===== config.mk =====
export PLATFORM = sky130hd
export DESIGN_NAME = clock_display_driver_flat
export DESIGN_NICKNAME = d
export VERILOG_FILES = /design/src/rtl/clock_display_driver_if.sv /design/src/rtl/clock_display_driver.sv /design/src/flat_wrapper.sv
export SDC_FILE = /design/constraint.sdc
export NUM_CORES = 1
export LEC_CHECK = 0
export CAP_MARGIN = 20
export CORE_MARGIN = 5
export CORE_UTILIZATION = 55
export DETAILED_ROUTE_END_ITERATION = 10
export PLACE_DENSITY_LB_ADDON = 0.3
export RECOVER_POWER = 100
export SETUP_SLACK_MARGIN = 0.3
export SYNTH_ARGS = -nofsm -noshare
export SYNTH_HDL_FRONTEND = slang
export SYNTH_SLANG_ARGS = --single-unit

===== constraint.sdc =====
create_clock -name clk -period 4.25 [get_ports clk]
set_clock_uncertainty 0.15 [all_clocks]
set_input_delay 0.425 -clock clk [delete_from_list [all_inputs] [get_ports clk]]
set_output_delay 0.425 -clock clk [all_outputs]
set_load 0.02 [all_outputs]

===== src/rtl/clock_display_driver_if.sv =====
// clock_display_driver_if: time inputs from the clock core and the display-side outputs.
interface clock_display_driver_if;
  logic [5:0] min;
  logic [4:0] hrs;
  logic       AM;
  logic       PM;
  logic       alarm;
  logic [6:0] seg;
  logic       dp;
  logic [3:0] an;
  logic       am_led;
  logic       pm_led;
  modport master (output min, hrs, AM, PM, alarm, input seg, dp, an, am_led, pm_led);
  modport slave (input min, hrs, AM, PM, alarm, output seg, dp, an, am_led, pm_led);
endinterface


===== src/rtl/clock_display_driver.sv =====
// clock_display_driver: 4-digit multiplexed 7-seg driver with per-frame time snapshot and alarm blink.
// Defining DISPLAY_LAMP_TEST_EN adds a lamp_test input that lights every segment and LED.
module clock_display_driver #(
  parameter int SCAN_DIV  = 1000,
  parameter int BLINK_DIV = 64,
  parameter bit LZB       = 1'b1
) (
  input  logic clk,
  input  logic rst,
`ifdef DISPLAY_LAMP_TEST_EN
  input  logic lamp_test,
`endif
  clock_display_driver_if.slave bus
);
  logic [15:0] scan_cnt;
  logic [1:0]  digit;
  logic [9:0]  frame_cnt;
  logic        phase;
  logic        fresh;
  logic [5:0]  s_min;
  logic [4:0]  s_hrs;
  logic        s_am;
  logic        s_pm;
  logic        slot_end;
  logic        frame_end;
  logic        blink_end;
  logic        err;
  logic        lz;
  logic        lt;
  logic [5:0]  val;
  logic [3:0]  tens;
  logic [3:0]  ones;
  logic [3:0]  bcd;
  logic [6:0]  seg_n;
  logic [3:0]  an_n;

  function automatic logic [6:0] enc(input logic [3:0] d);
    case (d)
      4'd0: enc = 7'h40;
      4'd1: enc = 7'h79;
      4'd2: enc = 7'h24;
      4'd3: enc = 7'h30;
      4'd4: enc = 7'h19;
      4'd5: enc = 7'h12;
      4'd6: enc = 7'h02;
      4'd7: enc = 7'h78;
      4'd8: enc = 7'h00;
      4'd9: enc = 7'h10;
      default: enc = 7'h7F;
    endcase
  endfunction

`ifdef DISPLAY_LAMP_TEST_EN
  assign lt = lamp_test;
`else
  assign lt = 1'b0;
`endif

  always_comb begin
    slot_end  = scan_cnt == 16'(SCAN_DIV - 1);
    frame_end = slot_end && digit == 2'd3;
    blink_end = frame_cnt == 10'(BLINK_DIV - 1);
    err       = s_min > 6'd59 || s_hrs > 5'd23;
    val       = digit[1] ? {1'b0, s_hrs} : s_min;
    tens      = 4'(val / 6'd10);
    ones      = 4'(val % 6'd10);
    bcd       = digit[0] ? tens : ones;
    lz        = LZB && digit == 2'd3 && tens == 4'd0 && (s_am || s_pm);
    seg_n     = lt ? 7'h00 : err ? 7'h3F : lz ? 7'h7F : enc(bcd);
    // the slot's first cycle is always dark so the previous digit cannot ghost
    an_n      = (scan_cnt == 16'd0 || (bus.alarm && phase && !lt)) ? 4'hF : ~(4'd1 << digit);
  end

  always_ff @(posedge clk) begin
    if (rst) begin
      scan_cnt   <= '0;
      digit      <= '0;
      frame_cnt  <= '0;
      phase      <= 1'b0;
      fresh      <= 1'b1;
      s_min      <= '0;
      s_hrs      <= '0;
      s_am       <= 1'b0;
      s_pm       <= 1'b0;
      bus.seg    <= 7'h7F;
      bus.dp     <= 1'b1;
      bus.an     <= 4'hF;
      bus.am_led <= 1'b0;
      bus.pm_led <= 1'b0;
    end else begin
      scan_cnt <= slot_end ? '0 : scan_cnt + 16'd1;
      if (slot_end) digit <= digit + 2'd1;
      if (frame_end) begin
        frame_cnt <= blink_end ? '0 : frame_cnt + 10'd1;
        if (blink_end) phase <= ~phase;
      end
      fresh <= 1'b0;
      // time is only sampled at frame boundaries so one frame never mixes two readings
      if (frame_end || fresh) begin
        s_min <= bus.min;
        s_hrs <= bus.hrs;
        s_am  <= bus.AM;
        s_pm  <= bus.PM;
      end
      bus.seg    <= seg_n;
      bus.dp     <= ~(lt || (digit == 2'd2 && !phase));
      bus.an     <= an_n;
      bus.am_led <= lt || (s_am && !err);
      bus.pm_led <= lt || (s_pm && !err);
    end
  end
endmodule


===== src/flat_wrapper.sv =====
// flat-port wrapper written by rule: the top's interface ports become plain ports
module clock_display_driver_flat 
#(
  parameter int SCAN_DIV  = 1000,
  parameter int BLINK_DIV = 64,
  parameter bit LZB       = 1'b1
)
  (clk, rst, bus_min, bus_hrs, bus_AM, bus_PM, bus_alarm, bus_seg, bus_dp, bus_an, bus_am_led, bus_pm_led);
  clock_display_driver_if bus_i ();
  input  logic clk;
  input  logic rst;
  input wire logic [$bits(bus_i.min)-1:0] bus_min;
  input wire logic [$bits(bus_i.hrs)-1:0] bus_hrs;
  input wire logic [$bits(bus_i.AM)-1:0] bus_AM;
  input wire logic [$bits(bus_i.PM)-1:0] bus_PM;
  input wire logic [$bits(bus_i.alarm)-1:0] bus_alarm;
  output wire logic [$bits(bus_i.seg)-1:0] bus_seg;
  output wire logic [$bits(bus_i.dp)-1:0] bus_dp;
  output wire logic [$bits(bus_i.an)-1:0] bus_an;
  output wire logic [$bits(bus_i.am_led)-1:0] bus_am_led;
  output wire logic [$bits(bus_i.pm_led)-1:0] bus_pm_led;
  assign bus_i.min = bus_min;
  assign bus_i.hrs = bus_hrs;
  assign bus_i.AM = bus_AM;
  assign bus_i.PM = bus_PM;
  assign bus_i.alarm = bus_alarm;
  assign bus_seg = bus_i.seg;
  assign bus_dp = bus_i.dp;
  assign bus_an = bus_i.an;
  assign bus_am_led = bus_i.am_led;
  assign bus_pm_led = bus_i.pm_led;
  clock_display_driver #(.SCAN_DIV(SCAN_DIV), .BLINK_DIV(BLINK_DIV), .LZB(LZB)) u_core (.clk(clk), .rst(rst), .bus(bus_i));
endmodule

After elaboration in Yosys (flattened, before gate mapping)
Memory sizes are Yosys's and may differ from the RTL's.
Cells that the tools add are included.
- register bits: 57
- logic and storage cells: 56
- memories: 1
- memory bits (writable): 0
- bits of input ports: 16
- bits in latches: 0
- output and inout port bits: 14
- ROM bits: 112
- divide/modulo/power cells: 2
- $add $sub $neg: 3
- multiplexer cells: 6
- shift-type cells: 1
- multiply operators: 0
- bitwise logic cells: 3
- magnitude comparators: 2
- eq/ne operators: 4
- reductions and logical operators: 19
- memory list (memory ; words ; bits a word ; read ports ; clocked after Yosys merged registers in ; wr ports ; RTL line ; text):
    (no name shown) ; 16 ; 7 ; 1 ; 0 ; 0 ; clock_display_driver.sv:38 ; case (d)
- operators with widths (cell ; number):
    $add 16x1->16 const B ; 1
    $eq 16x10->1 const B ; 1
    $logic_not 16->1 ; 1
    $mux 7 ; 2
    $add 10x1->10 const B ; 1
    $eq 10x6->1 const B ; 1
    $mux 10 ; 1
    $logic_and 1x1->1 ; 7
    $div 6x4->6 const B ; 1
    $gt 6x6->1 const B ; 1
    $mod 6x4->6 const B ; 1
    $mux 6 ; 1
    $gt 5x5->1 const B ; 1
    $eq 2x2->1 const B ; 2
    $logic_not 4->1 ; 1
    $logic_or 1x1->1 ; 4
    $mux 4 ; 1
    $not 4->4 ; 1
    $reduce_or 2->1 ; 2
    $shl 1x2->4 const A ; 1
    $reduce_or 3->1 ; 1
    $add 2x1->2 const B ; 1
    $logic_not 1->1 ; 2
    $not 1->1 ; 2
    2 further kinds ; 2

Depth between registers and ports, before layout
Gate-level depths: netlist of the first run.
- word-level depth: 7
- depth in mapped cells: 14
- gate-level depth less buffers: 12

Worst setup path before layout of the first run
OpenSTA, ideal clock, no wires.
- path kind: register -> register
- start: register u_core.digit[1]
- end: register u_core.bus.seg[3]
- path buffers: 2
- setup time: 0.139 ns
- slack: 1.096 ns
- cell stages (with the launch flop): 14
- data required time: 3.961 ns
- clock period less this slack: 3.154 ns
- arrival: 2.865 ns
- cells stage by stage: dfxtp_1 > buf_6 > buf_6 > mux2_2 > ha_1 > and2b_1 > o311ai_2 > o22ai_1 > nor3_2 > mux2_2 > inv_1 > ha_1 > mux2i_1 > o211ai_1
- word-level cells in the longest chain between the ends: 6
- elaborated cells on any way between the ends: 10
- classes of those cells: div: 2; eq/ne: 1; mux: 2; reduce/logical: 4; memory: 1
- ends and longest elaborated chain (element ; RTL line ; text):
    start, declared ; clock_display_driver.sv:16 ; logic [1:0] digit;
    start signal, assigned ; clock_display_driver.sv:92 ; if (slot_end) digit <= digit + 2'd1;
    parallel branches: the longest is 6 deep, another holds $mem_v2 16x7 ; -- ;
    end signal, assigned ; clock_display_driver.sv:105 ; bus.seg <= seg_n;
    end, declared ; clock_display_driver_if.sv:14 ; modport slave (input min, hrs, AM, PM, alarm, output seg, dp, an, am_led, pm_led);
Parallel ways; which one is timed is not known.
A chain may end at the register's enable or synchronous reset.

Worst setup path in the final report of the first run
Ends and elaborated chain as after synthesis.

==> impl_results.md, run 1 <==
* Grt total ovfl at 0
* First-pass GRT wire length at 9530 um
* Starting DRT DRC Count at 121
* Die ar. at 0.00685 mm2
* Place WS at 0.553 ns
* Slew HR at 10.1%
* Hold crit path type: reg2reg
* Top cells by area, synth: dfxtp_1 (39%), nor2_1 (6.7%), mux2i_1 (5.8%), xor2_1 (5.7%), ha_1 (4.7%)
* Via total after detailed routing at around 2.3k
* Yosys cell types at between 60 and 70
* Synth warn at 0
* Vias per inst at between 5 and 6
* Most frequent cells in the layout: dfxtp_1 (56), nor2_1 (53), nand2_1 (23)
* Post-Place Cells at 401
* Post-Syn Nets at 341
* Die Ht at 82.8 um
* Final-report hold violation count at 0
* Max clock buf depth at 2
* Drt wl/cell at between 10 and 15 um
* WP data required at 4.30 ns
* Rows at 26
* RSZ-0062 raised after global routing: false
* Async SR Flop Fraction at 0%
* CP arrival at around 3.6 ns
* Setup TNS at 0 ns
* Filler Cells Inserted at 456
* Nets at 369
* Post-synth top area share at roughly two fifths
* Total GRT Usage at a little under a fifth
* Final Cycle Share at 82.6%
* Number of synthesized flops with an enable pin at 0
* Max rail drop VDD at 271 uV
* Met3 wire len at 285 um
* Largest net degree at the start of global routing at 30
* Post-DP HPWL at 4130 um
* Pwr dens at 348 mW/mm2
* Input/output buffers at 29
* Final WL at 5580 um
* MaxCap Viol Count at 0
* H-tree levels at 3
* Synth Area per Inst at approximately 9.3 um2
* # DRC at 0
* CP Capture Type: flop
* Slew Viols, Final at 0
* Number of synthesized register bits at 57
* Hold depth at 1
* CTS Sinks at 57
* CP max stage cell: dfxtp_2
* Worst-Skew Late Latency at about 0.33 ns
* Sequential cell area fraction in the yosys report at 39.2%
* First-pass DRT Iterations at 4
* Status: completed
* Fmax at 285 MHz
* Clk root buf: clkbuf_8
* # Post-CTS Setup Buffers at 0
* Layout cells sized above 1 at 11.0%
* Met2 WL at 2710 um
* Wl on met1 at between 2000 and 2500 um
* # IOs at 30
* Synth Cell Area at 0.00291 mm2
* Starting Density at 56.7%
* Crit Path Category: reg2reg
* CP max FO at 20
* Slew of the pin with the lowest slew margin at 1.34 ns
* Gpl congestion at between 0.9 and 1
* Initial antenna violation count at 0
* Ys flop type: dfxtp_1
* Chip Width at 82.8 um
* Period minus WS final at 3.51 ns
* CP most frequent cell: ha_1
* Critical path's largest stage delay at 0.58 ns
* Most common cell after layout, fill and taps aside: dfxtp_1
* Post-route ant nets at 0
* Cell Chain, Critical Path: nand2_1 > a21boi_0 > ha_1 > and2b_1 > o31ai_1 > mux2_2 > nor3_1 > mux2_1 > ha_1 > mux2i_1 > o211ai_1
* Inserted Diodes at 0
* CTS tree: done
* Startpoint types: flop
* Cell taking the most area after synthesis: dfxtp_1
* LEAKAGE at 1.34 nW
* CTS clk-pin slew, worst paths at 0.06 ns
* Number of global-route vias before repair at 2142
* Setup ws final at 0.738 ns
* Top Layer Used: met4
* Synth Instances at 314
* CTS buffer count at 9
* Logic depth of the worst register-to-register path at 11
* Synth-to-Final Area Change at 15.8%
* Layout Cells excl Fill at 417
* Final Setup Violations at 0
* Core Area at around 0.0051 mm2
worst paths after layout:
check / slack (ns) / start / end
worst max-delay path: 0.74 / u_core.digit[1] / u_core.bus.seg[3]
worst min register to register: 0.32 / u_core.scan_cnt[0] / u_core.scan_cnt[0]
worst max register to register: 0.74 / u_core.digit[1] / u_core.bus.seg[3]
worst min-delay path: 0.32 / u_core.scan_cnt[0] / u_core.scan_cnt[0]
cells in the mapped netlist, types with 6 or more instances:
master / n
nand3_1: 12
ha_1: 11
xnor2_1: 6
nand4_1: 6
mux2i_1: 17
dfxtp_1: 57
nand2_1: 23
nor2_1: 52
inv_1: 8
xor2_1: 19
worst max-delay path, delay by kind of cell (launching register included):
family                     cells  cell delay (ns)
AOI/OAI and AO/OA              3             0.78
adders and majority gates      2             0.52
DFF                            1             0.58
muxes                          3             0.84
and+or+nand+nor                3             0.50
metrics by stage:
step | power [W] | util, % | cell area, um2 | hold slack, ns
3_3_place_gp | 0.000755 | 62.6 | 3220 | 0.293
3_5_place_dp | 0.000757 | 62.6 | 3220 | 0.305
5_1_grt | 0.00124 | 65.6 | 3370 | 0.360
2_1_floorplan | 0.000700 | - | 2910 | 0.280
4_1_cts | 0.00120 | 65.9 | 3390 | 0.318
6_report | 0.00117 | 65.6 | 3370 | 0.321
cells by family (layout without fill, tap and decap cells):
kind of cell               count (synthesis)  in the layout  synth area share, %
and+or+nand+nor                          139            139                 24.6
buffers and inverters                     20             53                 3.61
muxes                                     23             23                 8.55
xor gates and xnor gates                  25             25                 7.52
adders and majority gates                 11             11                 4.73
DFF                                       57             57                 39.2
AOI/OAI and AO/OA                         39             39                 11.8
flip-flops by register name, summed over array words and instances, names as in the netlist:
name,cells
u_core.s_pm,1
u_core.s_min,6
u_core.s_hrs,5
u_core.digit,2
u_core.bus.an,4
u_core.fresh,1
u_core.bus.dp,1
u_core.bus.pm_led,1
u_core.s_am,1
u_core.phase,1
u_core.frame_cnt,10
u_core.bus.am_led,1
u_core.bus.seg,7
u_core.scan_cnt,16
per-layer routing:
metal | global-route usage, % | vias to the layer above
met1 | 21.6 | 1062
met4 | 7.84 | 0
li1 | - | 1149
met5 | 0 | -
met3 | 5.83 | 7
met2 | 31.3 | 63
what timing repair did:
action | CTS | global route
hold buffers | 0 | 0
setup endpoints to repair | 0 | 5
hold endpoints to repair | 0 | 0
gates resized for setup | 0 | 1
layout make-up:
type	instances	area, um2	area share (%)
tap	70	87.6	2.60
clock buffer	13	159	4.71
timing repair buffer	29	290	8.61
multi-input combinational	237	1650	48.9
sequential	57	1140	33.9
clock inverter	3	15.0	0.445
inverter	8	30.0	0.890
power by group:
part           switching, W  internal, W  leakage, nW  total (W)
sequential        0.0000164     0.000557        0.466   0.000573
clock              0.000195     0.000240       0.0932   0.000436
combinational     0.0000864    0.0000793        0.777   0.000166
No activity file was read; power rests on OpenSTA's default activity.
==> run 2: changes to the inputs <==
CORE_UTILIZATION = 51   (was 55)
clock period = 3.1 ns   (was 4.25 ns; I/O delays follow)
==> run 2 against run 1 <==
Routed wire length up 12%. Core utilization down 0.38 points. Critical endpoint unchanged. Maximum frequency up 21%. Critical path depth unchanged. Register-to-register slack worse by 0.53 ns. Largest power group unchanged. Final cell count up 4.1%. Combinational power up 64%. Die area up 6.9%. Hold slack better by 0.020 ns.
==> impl_results.md, run 2 (synthesis results as in run 1) <==
* Status: completed (unchanged)
* CP arrival at 2.93 ns (was 3.56 ns)
* Nets at 385 (was 369)
* Pwr dens at 467 mW/mm2 (was 348 mW/mm2)
* Switch share at 26.1% (was 25.4%)
* Drt wl/cell at 14.4 um (was 13.4 um)
* Layout cells sized above 1 at 19.3% (was 11.0%)
* Slew Viols, Final at 0 (unchanged)
* Hold depth at 1 (unchanged)
* Post-route ant nets at 0 (unchanged)
* Max clock buf depth at 2 (unchanged)
* Filler Cells Inserted at 469 (was 456)
* Input/output buffers at 29 (unchanged)
* Die Ht at 85.6 um (was 82.8 um)
* Multi-input logic area at 0.00177 mm2 (was 0.00165 mm2)
* Synth-to-Final Area Change at 24.1% (was 15.8%)
* Period minus WS final at 2.90 ns (was 3.51 ns)
* H-tree levels at 3 (unchanged)
* CP Capture Type: flop (unchanged)
* Core Area at 0.00554 mm2 (was 0.00514 mm2)
* Gpl congestion at 0.880 (was 0.920)
* Biggest regs: u_core.scan_cnt x16, u_core.frame_cnt x10, u_core.bus.seg x7 (unchanged)
* Grt total ovfl at 0 (unchanged)
* Logic depth of the worst register-to-register path at 11 (unchanged)
* Clk pwr share at 37.4% (was 37.1%)
* Starting DRT DRC Count at 84 (was 121)
* RSZ-0062 raised after global routing: true (was false)
* Final Cycle Share at 93.4% (was 82.6%)
* Via total after detailed routing at 2336 (was 2281)
* Crit Path Category: reg2reg (unchanged)
* CTS tree: done (unchanged)
* Initial antenna violation count at 0 (unchanged)
* Hold crit path type: reg2reg (unchanged)
* Inserted Diodes at 0 (unchanged)
* Worst-Skew Late Latency at 0.32 ns (was 0.33 ns)
* Largest reg by FF count: u_core.scan_cnt (unchanged)
* Startpoint types: flop (unchanged)
* MaxCap Viol Count at 0 (unchanged)
* Largest net degree at the start of global routing at 16 (was 30)
* Max rail drop VDD at 360 uV (was 271 uV)
* Hold Crit Start: u_core.scan_cnt[0] (unchanged)
* Vias per inst at 5.38 (was 5.47)
* # IOs at 30 (unchanged)
* Chip Width at 85.6 um (was 82.8 um)
* Final WL at 6240 um (was 5580 um)
* Most frequent cells in the layout: dfxtp_1 (55), nor2_1 (52), nand2_1 (22) (was dfxtp_1 (56), nor2_1 (53), nand2_1 (23))
* Worst Hold Path EP: u_core.scan_cnt[0] (unchanged)
* Setup TNS at 0 ns (unchanged)
* Final Setup Violations at 0 (unchanged)
* Logic pwr share at 16.2% (was 14.1%)
* Pint at 0.00125 W (was 0.000877 W)
* CTS Sinks at 57 (unchanged)
* First-pass DRT Iterations at 4 (unchanged)
* Most common cell after layout, fill and taps aside: dfxtp_1 (unchanged)
* R2R Setup Slk at 0.20 ns (was 0.74 ns)
* Clk root buf: clkbuf_8 (unchanged)
* Post-Place Cells at 412 (was 401)
* FF+latch area at 0.00115 mm2 (was 0.00114 mm2)
* Number of global-route vias before repair at 2278 (was 2142)
* Sequential power share at 46.5% (was 48.8%)
* Rows at 27 (was 26)
* Slew of the pin with the lowest slew margin at 0.902 ns (was 1.34 ns)
* Layout Cells excl Fill at 434 (was 417)
* Starting Density at 52.6% (was 56.7%)
* Slew HR at 39.9% (was 10.1%)
* # DRC at 0 (unchanged)
* Post-DP HPWL at 4470 um (was 4130 um)
* Largest register FFs at 16 (unchanged)
* Total GRT Usage at 17.7% (was 18.5%)
* Critical R2R Launch: u_core.digit[1] (unchanged)
* Fmax at 345 MHz (was 285 MHz)
* Final-report hold violation count at 0 (unchanged)
* WP data required at 3.14 ns (was 4.30 ns)
* CTS buffer count at 9 (unchanged)
* Worst flop-to-flop path endpoint: u_core.bus.seg[3] (unchanged)
* CP max FO at 6 (was 20)
* LEAKAGE at 1.42 nW (was 1.34 nW)
* Psw at 0.000440 W (was 0.000298 W)
* Die ar. at 0.00732 mm2 (was 0.00685 mm2)
* CTS clk-pin slew, worst paths at 0.06 ns (about the same)
* First-pass GRT wire length at 10400 um (was 9530 um)
## run 2: through the flow
step | setup WS (ns) | utilization (%) | cell area (um2) | power (W) | hold WS (ns)
finish | 0.204 | 65.2 | 3610 | 0.00169 | 0.341
global route | 0.109 | 65.2 | 3610 | 0.00177 | 0.385
CTS | 0.204 | 65.2 | 3610 | 0.00171 | 0.352
detailed placement | 0.162 | 60.9 | 3370 | 0.00106 | 0.337
global placement | 0.254 | 60.9 | 3370 | 0.00106 | 0.293
floorplan | 0.107 | - | 3010 | 0.000975 | 0.188
## run 2: final cells by class
| class | instances | area share [%] |
|---|---|---|
| clock buffers | 13 | 4.67 |
| clock inverters | 2 | 0.346 |
| inverters | 8 | 0.900 |
| multi-input cells | 237 | 48.8 |
| flip-flops and latches | 57 | 31.7 |
| well taps | 72 | 2.49 |
| repair buffers | 45 | 11.0 |
## run 2: layer usage
metal | track usage, % | vias up | wire, um
li1 | - | 1184 | -
met5 | 0 | - | 0
met3 | 4.23 | 9 | 275
met2 | 31.0 | 50 | 3190
met1 | 21.2 | 1093 | 2700
met4 | 6.04 | 0 | 68
## run 2: worst max path at each step
stage	from	end	slack, ns	cells past startpoint
floorplan	u_core.digit[1]	u_core.bus.seg[3]	0.11	12
global placement	u_core.digit[1]	u_core.bus.seg[3]	0.25	11
detailed placement	u_core.digit[1]	u_core.bus.seg[3]	0.16	10
CTS	u_core.digit[1]	u_core.bus.seg[3]	0.20	11
global route	u_core.digit[1]	u_core.bus.seg[3]	0.11	11
finish	u_core.digit[1]	u_core.bus.seg[3]	0.20	11
## run 2: repair_timing
action	4_1_cts	5_1_grt
pin swaps	7	11
gates cloned	0	0
resized for setup	3	6
setup endpoints to repair	7	7
hold buffers	0	0
setup buffers	6	1
## run 2: power groups by stage
| stage | logic (W) | registers [W] | clock network (W) |
|---|---|---|---|
| detailed placement | 0.000264 | 0.000801 | 0 |
| global placement | 0.000258 | 0.000800 | 0 |
| CTS | 0.000276 | 0.000784 | 0.000654 |
| finish | 0.000273 | 0.000784 | 0.000630 |
| global route | 0.000296 | 0.000787 | 0.000686 |
| floorplan | 0.000159 | 0.000816 | 0 |
## run 2: worst max-delay path, stage by stage, from the launching register on
cell and delay (ns):
dfxtp_4 0.38, mux2_4 0.32, ha_4 0.20, and2b_4 0.30
o31ai_4 0.10, mux2_4 0.30, nor3_2 0.29, mux2_4 0.25
inv_4 0.04, ha_4 0.14, mux2i_1 0.16, o211ai_1 0.12
==> run 3: changes to the inputs <==
TNS_END_PERCENT = 100   (was not set)
==> results of run 3 <==
No change in the layout: final DEF, timing and power equal those of run 2.
